--- config.mk ---
export PLATFORM = sky130hd
export DESIGN_NAME = chrom_serial_loader_flat
export DESIGN_NICKNAME = d
export VERILOG_FILES = /design/src/rtl/chrom_serial_loader_if.sv /design/src/rtl/chrom_serial_loader.sv /design/src/flat_wrapper.sv
export SDC_FILE = /design/constraint.sdc
export NUM_CORES = 1
export LEC_CHECK = 0
export ABC_AREA = 1
export BUFFER_PORTS_ARGS = -buffer_cell sky130_fd_sc_hd__buf_2
export CORE_AREA = 2 2 120 151
export DETAILED_ROUTE_END_ITERATION = 10
export DIE_AREA = 0 0 122 153
export GPL_TIMING_DRIVEN = 0
export PLACE_DENSITY = 0.73
export SETUP_SLACK_MARGIN = 0.3
export SLEW_MARGIN = 20
export SYNTH_ARGS = -nofsm -noshare
export SYNTH_HDL_FRONTEND = slang
export SYNTH_SLANG_ARGS = --single-unit
export TNS_END_PERCENT = 100
--- constraint.sdc ---
create_clock -name clk -period 1.4 [get_ports clk]
set_input_delay 0 -clock clk [delete_from_list [all_inputs] [get_ports clk]]
set_output_delay 0 -clock clk [all_outputs]
set_load 0.05 [all_outputs]
--- src/rtl/chrom_serial_loader_if.sv ---
// Byte-stream link from the GA host into the chromosome loader.
// The master drives data/valid, the slave answers with ready.
interface chrom_serial_loader_if;
  logic [7:0] s_data;
  logic       s_valid;
  logic       s_ready;

  modport master (output s_data, output s_valid, input s_ready);
  modport slave  (input s_data, input s_valid, output s_ready);
endinterface

--- src/rtl/chrom_serial_loader.sv ---
// Unpacks a checksummed genotype frame into shadow registers and commits it atomically.
// Optional mid-frame idle abort is built when CHROM_TIMEOUT_EN is defined.
module chrom_serial_loader #(
  parameter int ROW         = 2,
  parameter int COL         = 2,
  parameter int OUT         = 2,
  parameter int BITS_SEL    = 2,
  parameter int TIMEOUT_CYC = 1024,
  localparam int TOTAL      = ROW * COL,
  localparam int SEL_W      = (TOTAL > 1) ? $clog2(TOTAL) : 1,
  localparam int IN_W       = 4 * BITS_SEL,
  localparam int IN_BYTES   = (IN_W + 7) / 8,
  localparam int OUT_BYTES  = (SEL_W + 7) / 8
) (
  input  logic                      clk,
  input  logic                      rst,
  chrom_serial_loader_if.slave      strm,
  output logic [TOTAL*16-1:0]       saidas_LE,
  output logic [TOTAL*IN_W-1:0]     in_chrom,
  output logic [OUT*SEL_W-1:0]      out_chrom,
  output logic                      cfg_valid,
  output logic                      err,
  output logic [1:0]                err_cause,
  output logic                      busy
);

  localparam int TT_BYTES  = TOTAL * 2;
  localparam int IN_TOT    = TOTAL * IN_BYTES;
  localparam int OUT_TOT   = OUT * OUT_BYTES;
  localparam int MAXF      = (TT_BYTES > IN_TOT) ? ((TT_BYTES > OUT_TOT) ? TT_BYTES : OUT_TOT)
                                                 : ((IN_TOT > OUT_TOT) ? IN_TOT : OUT_TOT);
  localparam int CNT_W     = $clog2(MAXF + 1);
  localparam int OSEL_RAW  = 8 * OUT_BYTES;

  localparam logic [CNT_W-1:0]  TT_LAST  = CNT_W'(TT_BYTES - 1);
  localparam logic [CNT_W-1:0]  IN_LAST  = CNT_W'(IN_TOT - 1);
  localparam logic [CNT_W-1:0]  OUT_LAST = CNT_W'(OUT_TOT - 1);
  localparam logic [OSEL_RAW:0] TOTAL_V  = (OSEL_RAW + 1)'(TOTAL);
  localparam logic [7:0]        HDR      = 8'hA5;

  typedef enum logic [2:0] {
    S_IDLE,
    S_TT,
    S_INSEL,
    S_OUTSEL,
    S_CHK,
    S_COMMIT
  } state_t;

  state_t                 state;
  logic [CNT_W-1:0]       cnt;
  logic [7:0]             csum;
  logic                   ready;
  logic                   acc;
  logic [TT_BYTES*8-1:0]  sh_tt;
  logic [IN_TOT*8-1:0]    sh_in;
  logic [OUT_TOT*8-1:0]   sh_out;
  logic [TOTAL*IN_W-1:0]  in_ext;
  logic [OUT*SEL_W-1:0]   out_ext;
  logic                   range_bad;

  assign strm.s_ready = ready;
  assign acc          = strm.s_valid && ready;

  // Range is judged on the full raw selector bytes, before the unused high bits are dropped.
  always_comb begin
    in_ext    = '0;
    out_ext   = '0;
    range_bad = 1'b0;
    for (int i = 0; i < TOTAL; i++) begin
      in_ext[IN_W*i +: IN_W] = sh_in[8*IN_BYTES*i +: IN_W];
    end
    for (int k = 0; k < OUT; k++) begin
      out_ext[SEL_W*k +: SEL_W] = sh_out[OSEL_RAW*k +: SEL_W];
      if ({1'b0, sh_out[OSEL_RAW*k +: OSEL_RAW]} >= TOTAL_V) begin
        range_bad = 1'b1;
      end
    end
  end

`ifdef CHROM_TIMEOUT_EN
  localparam int TMO_W = $clog2(TIMEOUT_CYC + 1);
  localparam logic [TMO_W-1:0] TMO_LAST = TMO_W'(TIMEOUT_CYC - 1);
  logic [TMO_W-1:0] tmo;
`else
  logic [31:0] unused_timeout_cyc;
  assign unused_timeout_cyc = TIMEOUT_CYC;
`endif

  always_ff @(posedge clk) begin
    if (rst) begin
      state     <= S_IDLE;
      cnt       <= '0;
      csum      <= '0;
      ready     <= 1'b1;
      sh_tt     <= '0;
      sh_in     <= '0;
      sh_out    <= '0;
      saidas_LE <= '0;
      in_chrom  <= '0;
      out_chrom <= '0;
      cfg_valid <= 1'b0;
      err       <= 1'b0;
      err_cause <= 2'd0;
      busy      <= 1'b0;
`ifdef CHROM_TIMEOUT_EN
      tmo       <= '0;
`endif
    end else begin
      cfg_valid <= 1'b0;
      err       <= 1'b0;
      case (state)
        S_IDLE: begin
          ready <= 1'b1;
          if (acc && strm.s_data == HDR) begin
            cnt   <= '0;
            csum  <= '0;
            busy  <= 1'b1;
            state <= S_TT;
          end
        end
        S_TT: begin
          if (acc) begin
            for (int b = 0; b < TT_BYTES; b++) begin
              if (cnt == CNT_W'(b)) sh_tt[8*b +: 8] <= strm.s_data;
            end
            csum <= csum ^ strm.s_data;
            if (cnt == TT_LAST) begin
              cnt   <= '0;
              state <= S_INSEL;
            end else begin
              cnt <= cnt + 1'b1;
            end
          end
        end
        S_INSEL: begin
          if (acc) begin
            for (int b = 0; b < IN_TOT; b++) begin
              if (cnt == CNT_W'(b)) sh_in[8*b +: 8] <= strm.s_data;
            end
            csum <= csum ^ strm.s_data;
            if (cnt == IN_LAST) begin
              cnt   <= '0;
              state <= S_OUTSEL;
            end else begin
              cnt <= cnt + 1'b1;
            end
          end
        end
        S_OUTSEL: begin
          if (acc) begin
            for (int b = 0; b < OUT_TOT; b++) begin
              if (cnt == CNT_W'(b)) sh_out[8*b +: 8] <= strm.s_data;
            end
            csum <= csum ^ strm.s_data;
            if (cnt == OUT_LAST) begin
              cnt   <= '0;
              state <= S_CHK;
            end else begin
              cnt <= cnt + 1'b1;
            end
          end
        end
        S_CHK: begin
          // Verdict is registered here so cfg_valid/err are visible during the commit cycle.
          if (acc) begin
            if (strm.s_data != csum) begin
              err       <= 1'b1;
              err_cause <= 2'd1;
            end else if (range_bad) begin
              err       <= 1'b1;
              err_cause <= 2'd2;
            end else begin
              cfg_valid <= 1'b1;
            end
            busy  <= 1'b0;
            ready <= 1'b0;
            state <= S_COMMIT;
          end
        end
        S_COMMIT: begin
          if (cfg_valid) begin
            saidas_LE <= sh_tt;
            in_chrom  <= in_ext;
            out_chrom <= out_ext;
          end
          ready <= 1'b1;
          state <= S_IDLE;
        end
        default: begin
          ready <= 1'b1;
          busy  <= 1'b0;
          state <= S_IDLE;
        end
      endcase

`ifdef CHROM_TIMEOUT_EN
      if (state inside {S_TT, S_INSEL, S_OUTSEL, S_CHK}) begin
        if (acc) begin
          tmo <= '0;
        end else if (tmo == TMO_LAST) begin
          tmo       <= '0;
          err       <= 1'b1;
          err_cause <= 2'd3;
          busy      <= 1'b0;
          cnt       <= '0;
          state     <= S_IDLE;
        end else begin
          tmo <= tmo + 1'b1;
        end
      end else begin
        tmo <= '0;
      end
`endif
    end
  end

endmodule

--- src/flat_wrapper.sv ---
// flat-port wrapper written by rule: the top's interface ports become plain ports
module chrom_serial_loader_flat 
#(
  parameter int ROW         = 2,
  parameter int COL         = 2,
  parameter int OUT         = 2,
  parameter int BITS_SEL    = 2,
  parameter int TIMEOUT_CYC = 1024,
  localparam int TOTAL      = ROW * COL,
  localparam int SEL_W      = (TOTAL > 1) ? $clog2(TOTAL) : 1,
  localparam int IN_W       = 4 * BITS_SEL,
  localparam int IN_BYTES   = (IN_W + 7) / 8,
  localparam int OUT_BYTES  = (SEL_W + 7) / 8
)
  (clk, rst, saidas_LE, in_chrom, out_chrom, cfg_valid, err, err_cause, busy, strm_s_data, strm_s_valid, strm_s_ready);
  chrom_serial_loader_if strm_i ();
  input  logic clk;
  input  logic rst;
  output logic [TOTAL*16-1:0] saidas_LE;
  output logic [TOTAL*IN_W-1:0] in_chrom;
  output logic [OUT*SEL_W-1:0] out_chrom;
  output logic cfg_valid;
  output logic err;
  output logic [1:0] err_cause;
  output logic busy;
  input wire logic [$bits(strm_i.s_data)-1:0] strm_s_data;
  input wire logic [$bits(strm_i.s_valid)-1:0] strm_s_valid;
  output wire logic [$bits(strm_i.s_ready)-1:0] strm_s_ready;
  assign strm_i.s_data = strm_s_data;
  assign strm_i.s_valid = strm_s_valid;
  assign strm_s_ready = strm_i.s_ready;
  chrom_serial_loader #(.ROW(ROW), .COL(COL), .OUT(OUT), .BITS_SEL(BITS_SEL), .TIMEOUT_CYC(TIMEOUT_CYC)) u_core (.clk(clk), .rst(rst), .strm(strm_i), .saidas_LE(saidas_LE), .in_chrom(in_chrom), .out_chrom(out_chrom), .cfg_valid(cfg_valid), .err(err), .err_cause(err_cause), .busy(busy));
endmodule
==> impl_metrics.csv, run 1 <==
group,metric,value,unit
cells_and_area,n_antenna_cell,0,
placed_design,dp_slack,-0.180,ns
run,max_cap_viol_count,0,
placed_design,dp.cells,1397,
clocking,cts_made_buffers,23,
die,core_region_area,0.0172,mm^2
logic_synthesis,synth_edf_count,0,
cells_and_area,drive_gt1_frac,0.427,
logic_synthesis,synth_commonest_cells,"233 x dfxtp_1, 204 x o21ai_0, 172 x nor2_1",
setup_path,slowest_delay,0.36,ns
timing,tightest_slew,1.16,ns
cells_and_area,fin_area,0.0128,mm^2
setup_path,path_buf_inv,5,
setup_path,cp.required,1.83,ns
placed_design,post-dp-hpwl,15.4,mm
power,max-vdd-ir-drop,0.00131,V
hold_path,hold_class,"primary input to flip-flop",
timing,final.setup.worst_slack,-0.150,ns
setup_path,crit_top_cell,"inv_4",
setup_path,cp-start-kind,"flip-flop",
setup_path,arrival,1.98,ns
setup_path,crit_chain,"inv_8, nand2_8, inv_4, nand3_4, inv_4, buf_12, clkbuf_16, nor2_2, nor2_1",
logic_synthesis,synthCells,1058,
timing,layout_min_cycle_time,1.55,ns
routing,vias,8582,
setup_path,cp_top_family,"buffers and inverters",
timing,slew_violations,0,
routing,ant_nets,0,
die,die_h,153,um
timing,relSlewSlack,0.224,
timing,period_share,1.11,
placed_design,gp_congestion,0.892,
cells_and_area,nets,1307,
power,finalPower,16.2,mW
global_routing,grt_antenna_before_repair,0,
routing,route.detailed.drc,0,
clocking,htreeDepth,1,
global_routing,grt-ovfl-total,0,
clocking,cts.path.max_buffers,3,
logic_synthesis,ys_seq_area_frac,0.543,
logic_synthesis,async_reset_ff_frac,0,
logic_synthesis,synth_top_area_share,0.543,
die,io_pins,117,
routing,routed_wl,28.8,mm
run_status,outcome,"finished, violations left",
timing,max_freq,645,MHz
timing,fin_hold_ws,-0.103,ns
logic_synthesis,synth_area_leaders,"dfxtp_1 54%, o21ai_0 12%, a21oi_1 9.3%",
cells_and_area,syn_to_final_growth,49.4,%
logic_synthesis,syn_nets,1073,
setup_path,worst-path-max-fanout,7,
setup_path,path_class,"flip-flop to flip-flop",
global_routing,grt_pass1_wl,40.5,mm
logic_synthesis,synthesis.area,0.00859,mm^2
setup_path,end_kind,"flip-flop",
timing,rsz0062_at_grt,"yes",
timing,setup-violations-final,185,
die,placementRows,54,
routing,firstDrtPassIters,5,
power,total_leakage_power,5.09,nW
logic_synthesis,ys_seq_elements,233,
logic_synthesis,yosysUniqueCellTypes,30,
clocking,clk_pin_slew,0.06,ns
global_routing,grt_pass1_vias,7917,
routing,post_drt_wl_per_cell,18.8,um
routing,drtIter0Drc,631,
clocking,cts_hold_buf,15,
timing,finClkSkew,0.0210,ns
logic_synthesis,avgSynthCellArea,8.12,um^2
setup_path,crit_slowest_cell,"dfxtp_4",
clocking,clk_latency,0.52,ns
global_routing,grt_max_degree,15,
logic_synthesis,synth.largest_area_cell,"dfxtp_1",
clocking,root_buffer,"clkbuf_16",
clocking,cts.sinks,233,
power,p_per_area,1260,mW/mm^2
logic_synthesis,synth_warnings,0,
logic_synthesis,ys.flop_type,"dfxtp_1",
clocking,cts_tree,"done",
cells_and_area,final_cells,1530,
run_status,violations,"negative hold slack, negative setup slack",
global_routing,grt_usage,0.272,
routing,vias_per_cell,5.61,
logic_synthesis,synthMostInstantiatedCell,"dfxtp_1",
die,initial_core_util,0.498,
die,dieArea,0.0187,mm^2
placed_design,post_dp_cell_area,0.0100,mm^2
placed_design,port_buffers,115,
timing,hold_viol,4,
die,die_x,122,um
-- state kept, by name, indices dropped and copies added, names as in the netlist, 2 cells and up --
signal and flops:
u_core.sh_tt 64, u_core.in_ext 32, u_core.err_cause 2, u_core.out_chrom 4
u_core.csum 8, u_core.sh_out 16, u_core.state 3, u_core.cnt 4
u_core.in_chrom 32, u_core.saidas_LE 64
-- stage by stage --
stage	TNS, ns	util
floorplan	0	-
global placement	-8.53	0.581
detailed placement	-10.81	0.581
CTS	-2.36	0.707
global route	-21.57	0.745
finish	-11.55	0.745
-- kinds of logic after synthesis --
group	after synthesis	synth area share
AOI/OAI and AO/OA	379	0.222
DFF	233	0.543
xor gates and xnor gates	1	0.00102
and+or+nand+nor	297	0.151
buffers and inverters	144	0.0765
adders and majority gates	4	0.00583
-- tightest hold or removal path, stage by stage --
cell and delay (ns):
buf_2 0.18, o21ai_4 0.14, a21oi_2 0.04
-- power by group --
group	internal (mW)	total, mW	switching (mW)
clock	3.23	5.79	2.56
sequential	6.85	7.08	0.224
combinational	1.28	3.30	2.02
total	11.4	16.2	4.80
-- cell usage in the layout (no fill, tap or decap), types with 6 or more instances in the layout --
| cell type | count |
|---|---|
| nand3_4 | 7 |
| nand2_1 | 73 |
| clkbuf_1 | 32 |
| dfxtp_4 | 6 |
| buf_8 | 14 |
| buf_12 | 8 |
| a21oi_1 | 60 |
| buf_4 | 98 |
| inv_4 | 8 |
| o21ai_1 | 63 |
| clkbuf_16 | 27 |
| nor2_2 | 11 |
| nand3_1 | 6 |
| o21ai_0 | 58 |
| dfxtp_1 | 224 |
| nand2_2 | 13 |
| o21ai_2 | 91 |
| clkbuf_8 | 9 |
| a21oi_2 | 101 |
| inv_1 | 54 |
| dlygate4sd3_1 | 15 |
| nor2_1 | 153 |
| buf_6 | 53 |
| buf_2 | 47 |
| o21ai_4 | 6 |
| nor2_4 | 16 |
-- repair_timing --
item	in CTS	in global routing
gates resized for setup	287	160
pin swaps	31	62
setup endpoints to repair	303	287
cloned	21	3
buffers inserted	36	19
hold endpoints to repair	37	4
-- layout make-up --
type                       count  area (um^2)
timing repair inverter         1         6.26
inverter                      71          319
timing repair buffer         208         1830
multi-input combinational    681         4310
clock inverter                 8         50.0
tap                          224          280
clock buffer                  31          646
fill                        1118         4400
buffer                        73          697
sequential                   233         4690
-- per-layer routing --
metal | global-route usage | vias to the layer above | routed length (um)
met4 | 0.120 | 0 | 1880
met2 | 0.477 | 398 | 14200
met5 | 0 | - | 0
met3 | 0.0433 | 142 | 2150
met1 | 0.323 | 4057 | 10600
li1 | - | 3985 | -
-- final timing paths --
path                               startpoint                                to  slack [ns]  depth (start not counted)
max reg2reg      u_core.state[1]$_SDFFE_PP0P_  u_core.in_chrom[21]$_SDFFE_PP0P_       -0.15                          9
max              u_core.state[1]$_SDFFE_PP0P_  u_core.in_chrom[21]$_SDFFE_PP0P_       -0.15                          9
min reg2reg  u_core.err_cause[1]$_SDFFE_PP0P_  u_core.err_cause[1]$_SDFFE_PP0P_        0.46                          2
min                            strm_s_data[5]     u_core.sh_tt[37]$_SDFFE_PP0P_       -0.10                          3
Note: power is estimated with default switching activity, not from simulation.
==> inputs of run 2 (changes only) <==
--- a/config.mk
+++ b/config.mk
@@ -7,11 +7,13 @@
 export LEC_CHECK = 0
 export ABC_AREA = 1
 export BUFFER_PORTS_ARGS = -buffer_cell sky130_fd_sc_hd__buf_2
-export CORE_AREA = 2 2 120 151
+export CELL_PAD_IN_SITES_DETAIL_PLACEMENT = 1
+export CELL_PAD_IN_SITES_GLOBAL_PLACEMENT = 2
+export CORE_AREA = 2 2 155 195
 export DETAILED_ROUTE_END_ITERATION = 10
-export DIE_AREA = 0 0 122 153
+export DIE_AREA = 0 0 157 197
 export GPL_TIMING_DRIVEN = 0
-export PLACE_DENSITY = 0.73
+export PLACE_DENSITY_LB_ADDON = 0.1
 export SETUP_SLACK_MARGIN = 0.3
 export SLEW_MARGIN = 20
 export SYNTH_ARGS = -nofsm -noshare
==> constraint.sdc (replaced) <==
create_clock -name clk -period 1.4 [get_ports clk]
set_input_delay 0 -clock clk [delete_from_list [all_inputs] [get_ports clk]]
set_output_delay 0 -clock clk [all_outputs]
set_load 0.1 [all_outputs]
==> run 2 against run 1 <==
The flow still finishes with violations (negative hold slack, negative setup slack). Cell count grew 12%. Highest routed layer unchanged. Utilization shrank 29 points. Critical path depth shrank 1. Fmax grew 4.1%. Non-clock buffer count grew 5. Die area grew 66%. Hold slack gained 0.063 ns. Critical path type unchanged. Power grew 10%.
==> impl_metrics.csv, run 2 (same netlist as run 1, synthesis figures left out) <==
group,metric,value,unit
placed_design,port_buffers,115,
global_routing,grt_max_degree,13,
global_routing,grt_antenna_before_repair,0,
setup_path,end_kind,"flip-flop",
cells_and_area,top_regs,"u_core.saidas_LE (64), u_core.sh_tt (64)",
clocking,cts.path.max_buffers,3,
setup_path,crit_slowest_cell,"dfxtp_4",
die,core_region_area,0.0290,mm^2
global_routing,grt_pass1_wl,46.2,mm
cells_and_area,fillers,3337,
setup_path,critPathLaunch,"u_core.state[0]$_SDFFE_PP0P_",
timing,period_share,1.06,
die,die_x,157,um
timing,final.setup.worst_slack,-0.0887,ns
cells_and_area,regArea,0.00479,mm^2
timing,setup-violations-final,167,
setup_path,worstReg2RegStart,"u_core.state[0]$_SDFFE_PP0P_",
setup_path,path_class,"flip-flop to flip-flop",
die,dieArea,0.0309,mm^2
setup_path,cp_top_family,"simple AND/OR/NAND/NOR gates",
cells_and_area,n_antenna_cell,0,
run_status,outcome,"finished, violations left",
timing,max_freq,672,MHz
hold_path,hold_class,"primary input to flip-flop",
clocking,root_buffer,"clkbuf_16",
die,die_h,197,um
placed_design,post-dp-hpwl,19.3,mm
setup_path,slowest_delay,0.43,ns
die,io_pins,117,
setup_path,cp.depth,8,
setup_path,arrival,1.91,ns
power,max-vdd-ir-drop,0.00110,V
setup_path,ff2ff_path_depth,8,
cells_and_area,multi_input_comb_area,0.00423,mm^2
clocking,clk_latency,0.54,ns
clocking,cts_hold_buf,16,
routing,drtIter0Drc,309,
timing,tightest_slew,1.20,ns
power,p_per_area,1340,mW/mm^2
die,placementRows,70,
global_routing,grt_pass1_vias,7995,
routing,routed_wl,30.1,mm
clocking,clk_pin_slew,0.06,ns
die,initial_core_util,0.296,
run_status,violations,"negative hold slack, negative setup slack",
timing,relSlewSlack,0.202,
cells_and_area,nets,1314,
setup_path,cp-endpoint,"u_core.sh_tt[58]$_SDFFE_PP0P_",
routing,ant_nets,0,
power,total_leakage_power,5.34,nW
cells_and_area,layout_common_cells,"169 x dfxtp_1, 160 x nor2_1, 102 x buf_2",
routing,post_drt_wl_per_cell,17.6,um
clocking,htreeDepth,1,
routing,vias_per_cell,4.70,
setup_path,reg2reg_to,"u_core.sh_tt[58]$_SDFFE_PP0P_",
routing,route.detailed.drc,0,
global_routing,grt_usage,0.194,
timing,hold_viol,2,
placed_design,gp_congestion,0.762,
cells_and_area,utilization,0.460,
timing,layout_min_cycle_time,1.49,ns
setup_path,path_buf_inv,2,
clocking,cts.sinks,233,
timing,finClkSkew,0.0165,ns
setup_path,crit_chain,"nand2_8, nor2_8, inv_6, nor2_4, nand3_4, buf_6, o21ai_0, a21oi_1",
cells_and_area,mostFrequentLayoutCell,"dfxtp_1",
timing,rsz0062_at_grt,"yes",
routing,vias,8061,
run,max_cap_viol_count,0,
routing,firstDrtPassIters,4,
clocking,cts_made_buffers,26,
setup_path,cp.required,1.82,ns
cells_and_area,drive_gt1_frac,0.445,
timing,slew_violations,0,
cells_and_area,syn_to_final_growth,55.2,%
setup_path,worst-path-max-fanout,6,
timing,fin_hold_ws,-0.0398,ns
global_routing,grt-ovfl-total,0,
setup_path,r2r_setup_slack,-0.09,ns
timing,setup_tns,-6.29,ns
clocking,cts_tree,"done",
setup_path,cp-start-kind,"flip-flop",
[run 2: changes by cell type in the layout (fill, tap and decap cells not counted), moves of 15 or more]
cell	change
a21oi_2	-30
dfxtp_2	+44
a21oi_1	+30
buf_12	+19
nand2_1	-15
buf_2	+55
dfxtp_1	-55
buf_4	-59
[run 2: routing by layer]
layer	global-route usage	vias up	share of wire
met1	0.243	3906	0.43
met4	0.0496	0	0.022
met5	0	-	0
li1	-	3994	-
met2	0.349	118	0.51
met3	0.0244	43	0.032
[run 2: layout make-up]
cell class / instances / area share
sequential: 233 / 0.359
multi-input combinational: 681 / 0.317
timing repair buffer: 213 / 0.145
clock buffer: 40 / 0.0604
buffer: 73 / 0.0536
tap: 396 / 0.0372
inverter: 71 / 0.0232
clock inverter: 7 / 0.00451
[run 2: power by group]
group	switching, mW	total [mW]	internal, mW
clock network	2.79	6.91	4.11
registers	0.242	7.08	6.83
logic	2.23	3.85	1.62
[run 2: how the worst min path moves through the flow]
stage,start,endpoint,depth (start not counted)
after detailed placement,rst,u_core.err_cause[1]$_SDFFE_PP0P_,2
after CTS,strm_s_data[2],u_core.csum[2]$_SDFFE_PP0P_,6
final,strm_s_valid,u_core.cfg_valid$_SDFF_PP0_,4
after floorplan,strm_s_data[4],u_core.sh_tt[36]$_SDFFE_PP0P_,2
after global placement,rst,u_core.err_cause[1]$_SDFFE_PP0P_,2
after global routing,strm_s_valid,u_core.cfg_valid$_SDFF_PP0_,4
[run 2: through the flow]
stage               std cells  power [mW]  cell area, um^2  setup slack (ns)
finish                   1714        17.8            13300           -0.0887
CTS                      1694        17.3            12300           -0.0850
detailed placement       1569        9.45            10100            -0.295
global route             1714        18.7            13300            -0.164
global placement         1569        9.44            10100            -0.294
floorplan                1058        8.77             9010           -0.0175
[run 2: tightest hold or removal path, stage by stage]
cell	delay, ns
buf_2	0.11
nand2_4	0.11
buf_12	0.16
nor4_1	0.06
[run 2: timing repair]
item | in CTS | in global routing
setup endpoints to repair | 339 | 339
gates resized for setup | 198 | 298
setup buffers | 49 | 13
endpoints found under the hold margin | 37 | 2
gates cloned | 13 | 7
pin swaps | 28 | 55
